===== src/rtl/gin_pkg.sv =====
// Shared definitions for the GIN injection source: default widths, FSM
// state encoding and the packed operand layout carried through the queue.
package gin_pkg;

  localparam int ID_LEN_DEF    = 4;
  localparam int VALUE_LEN_DEF = 32;

  localparam logic [1:0] ST_IDLE  = 2'd0;
  localparam logic [1:0] ST_DRAIN = 2'd1;
  localparam logic [1:0] ST_PROG  = 2'd2;

  typedef struct packed {
    logic [ID_LEN_DEF-1:0]    row_tag;
    logic [ID_LEN_DEF-1:0]    col_tag;
    logic [VALUE_LEN_DEF-1:0] value;
  } gin_entry_t;

endpackage


===== src/rtl/gin_src_fifo.sv =====
// Synchronous FIFO for the GIN injection queue; the head entry is visible
// combinationally so it can sit on the bus until popped.
module gin_src_fifo #(
  parameter int WIDTH = 40,
  parameter int DEPTH = 4
) (
  input  logic                     clk,
  input  logic                     rst,
  input  logic                     push_i,
  input  logic                     pop_i,
  input  logic [WIDTH-1:0]         wdata_i,
  output logic [WIDTH-1:0]         head_o,
  output logic                     full_o,
  output logic                     empty_o,
  output logic [$clog2(DEPTH):0]   count_o
);

  localparam int PW = $clog2(DEPTH);

  logic [WIDTH-1:0] mem_q [DEPTH];
  logic [PW-1:0]    wr_ptr_q, rd_ptr_q;
  logic [PW:0]      count_q;
  logic             do_push, do_pop;

  assign full_o  = (count_q == (PW+1)'(DEPTH));
  assign empty_o = (count_q == '0);
  assign count_o = count_q;
  assign head_o  = mem_q[rd_ptr_q];

  // A push is refused while full even if a pop happens in the same cycle.
  assign do_push = push_i & ~full_o;
  assign do_pop  = pop_i  & ~empty_o;

  // NOTE: sequential state uses non-blocking (<=) so every register samples
  // pre-edge values regardless of statement order.
  always_ff @(posedge clk) begin
    if (!rst) begin
      wr_ptr_q <= '0;
      rd_ptr_q <= '0;
      count_q  <= '0;
    end else begin
      if (do_push) wr_ptr_q <= wr_ptr_q + 1'b1;
      if (do_pop)  rd_ptr_q <= rd_ptr_q + 1'b1;
      unique case ({do_push, do_pop})
        2'b10:   count_q <= count_q + 1'b1;
        2'b01:   count_q <= count_q - 1'b1;
        default: count_q <= count_q;
      endcase
    end
  end

  // NOTE: storage is deliberately not reset; the pointers and count decide
  // what is valid, and leaving the array unreset lets it map onto plain RAM.
  always_ff @(posedge clk) begin
    if (do_push) mem_q[wr_ptr_q] <= wdata_i;
  end

endmodule


===== src/rtl/gin_multicast_source.sv =====
// GIN injection end: queues tagged operands onto the enable/ready bus and
// programs the multicast controllers' ID scan chain (tail-first).
module gin_multicast_source
  import gin_pkg::*;
#(
  parameter int ID_LEN     = ID_LEN_DEF,
  parameter int VALUE_LEN  = VALUE_LEN_DEF,
  parameter int FIFO_DEPTH = 4,
  parameter int CHAIN_LEN  = 12
) (
  input  logic                 clk,
  input  logic                 rst,
  input  logic                 in_valid,
  output logic                 in_ready,
  input  logic [ID_LEN-1:0]    in_row_tag,
  input  logic [ID_LEN-1:0]    in_col_tag,
  input  logic [VALUE_LEN-1:0] in_value,
  output logic                 gin_enable,
  input  logic                 gin_ready,
  output logic [ID_LEN-1:0]    gin_row_tag,
  output logic [ID_LEN-1:0]    gin_col_tag,
  output logic [VALUE_LEN-1:0] gin_value,
  input  logic                 cfg_start,
  input  logic                 cfg_id_valid,
  input  logic [ID_LEN-1:0]    cfg_id,
  output logic                 cfg_id_ready,
  output logic                 cfg_busy,
  output logic                 set_id,
  output logic [ID_LEN-1:0]    id_out
);

  localparam int EW  = 2*ID_LEN + VALUE_LEN;
  localparam int CW  = $clog2(CHAIN_LEN+1);
  localparam int QCW = $clog2(FIFO_DEPTH) + 1;

  logic [1:0]        state_q, state_d;
  logic [CW-1:0]     cnt_q, cnt_d;
  logic              set_id_q;
  logic [ID_LEN-1:0] id_out_q;

  logic          push, pop, full, empty, empty_next, id_accept;
  logic [EW-1:0] head;
  logic [QCW-1:0] count;

  gin_src_fifo #(.WIDTH(EW), .DEPTH(FIFO_DEPTH)) u_fifo (
    .clk     (clk),
    .rst     (rst),
    .push_i  (push),
    .pop_i   (pop),
    .wdata_i ({in_row_tag, in_col_tag, in_value}),
    .head_o  (head),
    .full_o  (full),
    .empty_o (empty),
    .count_o (count)
  );

  assign in_ready   = (state_q == ST_IDLE) & ~full;
  assign push       = in_valid & in_ready;
  assign gin_enable = ~empty & (state_q != ST_PROG);
  assign pop        = gin_enable & gin_ready;
  assign {gin_row_tag, gin_col_tag, gin_value} = gin_enable ? head : '0;

  // Queue is empty after this edge: already empty, or the last entry leaves.
  assign empty_next = ((count == '0) | ((count == QCW'(1)) & pop)) & ~push;

  assign cfg_id_ready = (state_q == ST_PROG);
  assign id_accept    = cfg_id_valid & cfg_id_ready;
  assign cfg_busy     = (state_q != ST_IDLE) | set_id_q;
  assign set_id       = set_id_q;
  assign id_out       = id_out_q;

  // NOTE: every signal assigned here gets a default first so no latch is inferred.
  always_comb begin
    state_d = state_q;
    cnt_d   = cnt_q;
    case (state_q)
      ST_IDLE:  if (cfg_start) state_d = empty_next ? ST_PROG : ST_DRAIN;
      ST_DRAIN: if (empty_next) state_d = ST_PROG;
      ST_PROG: begin
        if (id_accept) begin
          if (cnt_q == CW'(CHAIN_LEN-1)) begin
            state_d = ST_IDLE;
            cnt_d   = '0;
          end else begin
            cnt_d = cnt_q + 1'b1;
          end
        end
      end
      default:  state_d = ST_IDLE;
    endcase
  end

  always_ff @(posedge clk) begin
    if (!rst) begin
      state_q  <= ST_IDLE;
      cnt_q    <= '0;
      set_id_q <= 1'b0;
      id_out_q <= '0;
    end else begin
      state_q  <= state_d;
      cnt_q    <= cnt_d;
      set_id_q <= id_accept;
      if (id_accept) id_out_q <= cfg_id;
    end
  end

endmodule


===== config.mk =====
export PLATFORM = sky130hd
export DESIGN_NAME = gin_multicast_source
export DESIGN_NICKNAME = d
export VERILOG_FILES = /design/src/rtl/gin_pkg.sv /design/src/rtl/gin_src_fifo.sv /design/src/rtl/gin_multicast_source.sv
export SDC_FILE = /design/constraint.sdc
export NUM_CORES = 1
export LEC_CHECK = 0
export CAP_MARGIN = 20
export CORE_AREA = 10 10 137 139
export CTS_BUF_LIST = sky130_fd_sc_hd__clkbuf_4
export DETAILED_ROUTE_END_ITERATION = 8
export DIE_AREA = 0 0 147 149
export HOLD_SLACK_MARGIN = 0.15
export PLACE_DENSITY = 0.75
export SYNTH_ARGS = -nofsm -noshare
export SYNTH_HDL_FRONTEND = slang
export SYNTH_HIERARCHICAL = 1
export SYNTH_SLANG_ARGS = --single-unit

===== constraint.sdc =====
create_clock -name clk -period 4.93 [get_ports clk]
set_input_delay 0.986 -clock clk [delete_from_list [all_inputs] [get_ports clk]]
set_output_delay 0.986 -clock clk [all_outputs]
set_load 0.02 [all_outputs]

==> results.tsv <==
metric	value	unit
status	complete, no violations	
vias	3573	
powerDensity	498.5	mW/mm2
slew_headroom	31.81	%
root_buffer	clkbuf_4	
setup-tns-final	0	ns
numClockSinks	180	
drtIter0Drc	191	
core_area	0.01617	mm2
track_usage	12.95	%
synth_edf_count	160	
route.detailed.drc	0	
internal_power	3.023	mW
arrival	2.78	ns
rsz0062_at_grt	no	
post-route-min-period	3.768	ns
fill_cells	1264	
syn2layout_area_growth	20.65	%
worst-setup-path-type	reg2out	
tightest_slew	1.023	ns
routed_wl	13540	um
synth_top_cell_area_share	67.26	%
avgSynthCellArea	19.31	um2
fmax	265.4	MHz
clock_power_share	19.9	%
grt-ovfl-total	0	
synth_mux_area_share	12.89	%
numCtsBuffers	17	
final-hold-violation-count	0	
io_pins	99	
hpwlAfterDp	9294	um
synth_top_area_cell	edfxtp_1	
ir_worst_vdd	0.3404	mV
post_cts_resize_count	0	
cts_buffer_depth	2	
finalCritPeriodShare	76.43	%
drv_cap	0	
p_leak	2.754	nW
report.final.slew_viol_count	0	
drive_gt1_share	18.28	%
ctsHoldBuffers	0	
hold_path_class	reg2reg	
synth_top_family_by_area	multiplexers	
cp_data_required_time	3.94	ns
cts_tree	yes	
syn_nets	427	
dieArea	0.02190	mm2
async_flop_share	0	%
ant_nets	0	
gp_congestion	0.7594	
syn_inst	370	
synth_compound_area_share	2.452	%
clk_pin_slew	0.12	ns
nets	532	
vias_per_cell	5.039	
first_pass_iters	4	
die_h	149	um
grt_pass1_wl	21800	um
synth_xor_area_share	0.2452	%
netlist_top_cells_area	edfxtp_1 67%, mux4_2 13%, dfxtp_1 5.6%, and2_1 4.1%, buf_12 1.1%	
synth-seq-cells	180	
clk_latency	0.55	ns
synth_cell_types	42	
num_rows	47	
antenna_found_initial	2	
swShare	29.64	%
crit_path_end_kind	primary output	
switchingPower	1.273	mW
port_buffers	98	
wl_per_cell	19.09	um
seqPwrFrac	47.9	%
synth-adder-area-share	1.331	%
finalSetupViolCount	0	
post_cts_buffers	0	
ys_warn_count	6	
grt_pass1_vias	3918	
start_kind	register	
ys.flop_type	edfxtp_1	
yosysMostFrequentCell	edfxtp_1	
chipWidth	147	um
clock_skew	0.01427	ns
cts-htree-levels	4	
grt_max_degree	42	
power_frac_comb	32.1	%
synth-simple-area-share	7.462	%
syn_area	0.007143	mm2
critPathMaxFanout	40	
ys_seq_area_share	72.87	%
floorplan.initialDensity	44.17	%
whs	0.4698	ns
netlist_top_cells_count	160 x edfxtp_1, 47 x and2_1, 40 x mux4_2	
## cell usage in the layout, fill, tap and decap left out, types with 3 or more instances in the layout
cell type        count
buf_4                6
mux4_2              40
clkbuf_4            20
clkinv_2             3
and2_1              43
nor2b_1              5
ha_1                 6
clkdlybuf4s50_1     98
edfxtp_1           160
and2_2               4
or3_1                3
dfxtp_1             18
o21ai_0              6
nand2_1             18
a21boi_1             9
bufinv_16            4
inv_1                9
## critical path, stage by stage, from the launching register on
cell             delay, ns
dfxtp_4               0.90
mux4_2                0.62
and2_1                0.16
clkdlybuf4s50_1       0.54
## worst paths after layout
kind	start	end	slack, ns	cells past startpoint
worst max-delay path	register	gin_value[16]	1.16	3
worst min-delay path	id_out[3]$_SDFFE_PN0P_	id_out[3]$_SDFFE_PN0P_	0.47	2
worst max register to register	u_fifo/count_o[0]$_SDFFE_PN0P_	u_fifo/mem_q[1][24]$_DFFE_PP_	1.88	6
worst min register to register	id_out[3]$_SDFFE_PN0P_	id_out[3]$_SDFFE_PN0P_	0.47	2
## flip-flops by register name (all words and copies together) (netlist names), named ones only
signal           cells
cnt_q                4
id_out               4
set_id               1
state_q              2
u_fifo/count_o       3
u_fifo/mem_q       160
u_fifo/rd_ptr_q      2
u_fifo/wr_ptr_q      2
## power by group through the flow
stage	clock, mW	sequential [mW]	combinational (mW)
2_1_floorplan	0	2.03	0.884
3_3_place_gp	0	2.08	1.39
3_5_place_dp	0	2.10	1.42
4_1_cts	0.886	2.07	1.42
5_1_grt	0.946	2.09	1.50
6_report	0.856	2.06	1.38
## cell type report
class	count	area [um2]	share of cell area [%]
inverters	10	37.54	0.4355
flip-flops and latches	180	5210	60.45
clock inverters	11	160.2	1.858
diodes	2	5.005	0.05807
well taps	220	275.3	3.194
clock buffers	20	150.1	1.742
repair buffers	104	1026	11.90
multi-input cells	162	1754	20.35
## metrics by stage
stage | power (mW) | util (%) | setup WS [ns] | instances | cell area [um2]
floorplan | 2.917 | - | 1.758 | 370 | 7143
global placement | 3.474 | 51.34 | 1.149 | 676 | 8303
detailed placement | 3.518 | 51.34 | 1.074 | 676 | 8303
CTS | 4.373 | 53.26 | 1.018 | 707 | 8613
global route | 4.536 | 53.26 | 0.9094 | 707 | 8613
finish | 4.296 | 53.29 | 1.162 | 709 | 8618
## layer usage
layer	track usage, %	part of all wire [%]
met5	0	0
met3	5.036	6.3
met4	4.460	1.0
met1	13.89	37
met2	22.94	55
## cell families after synthesis
family | after synthesis
flops | 180
simple gates | 87
mux | 42
buf+inv | 28
compound gates | 24
fa+ha+maj | 7
xor+xnor | 2
Power figures use the tool's default switching activity.
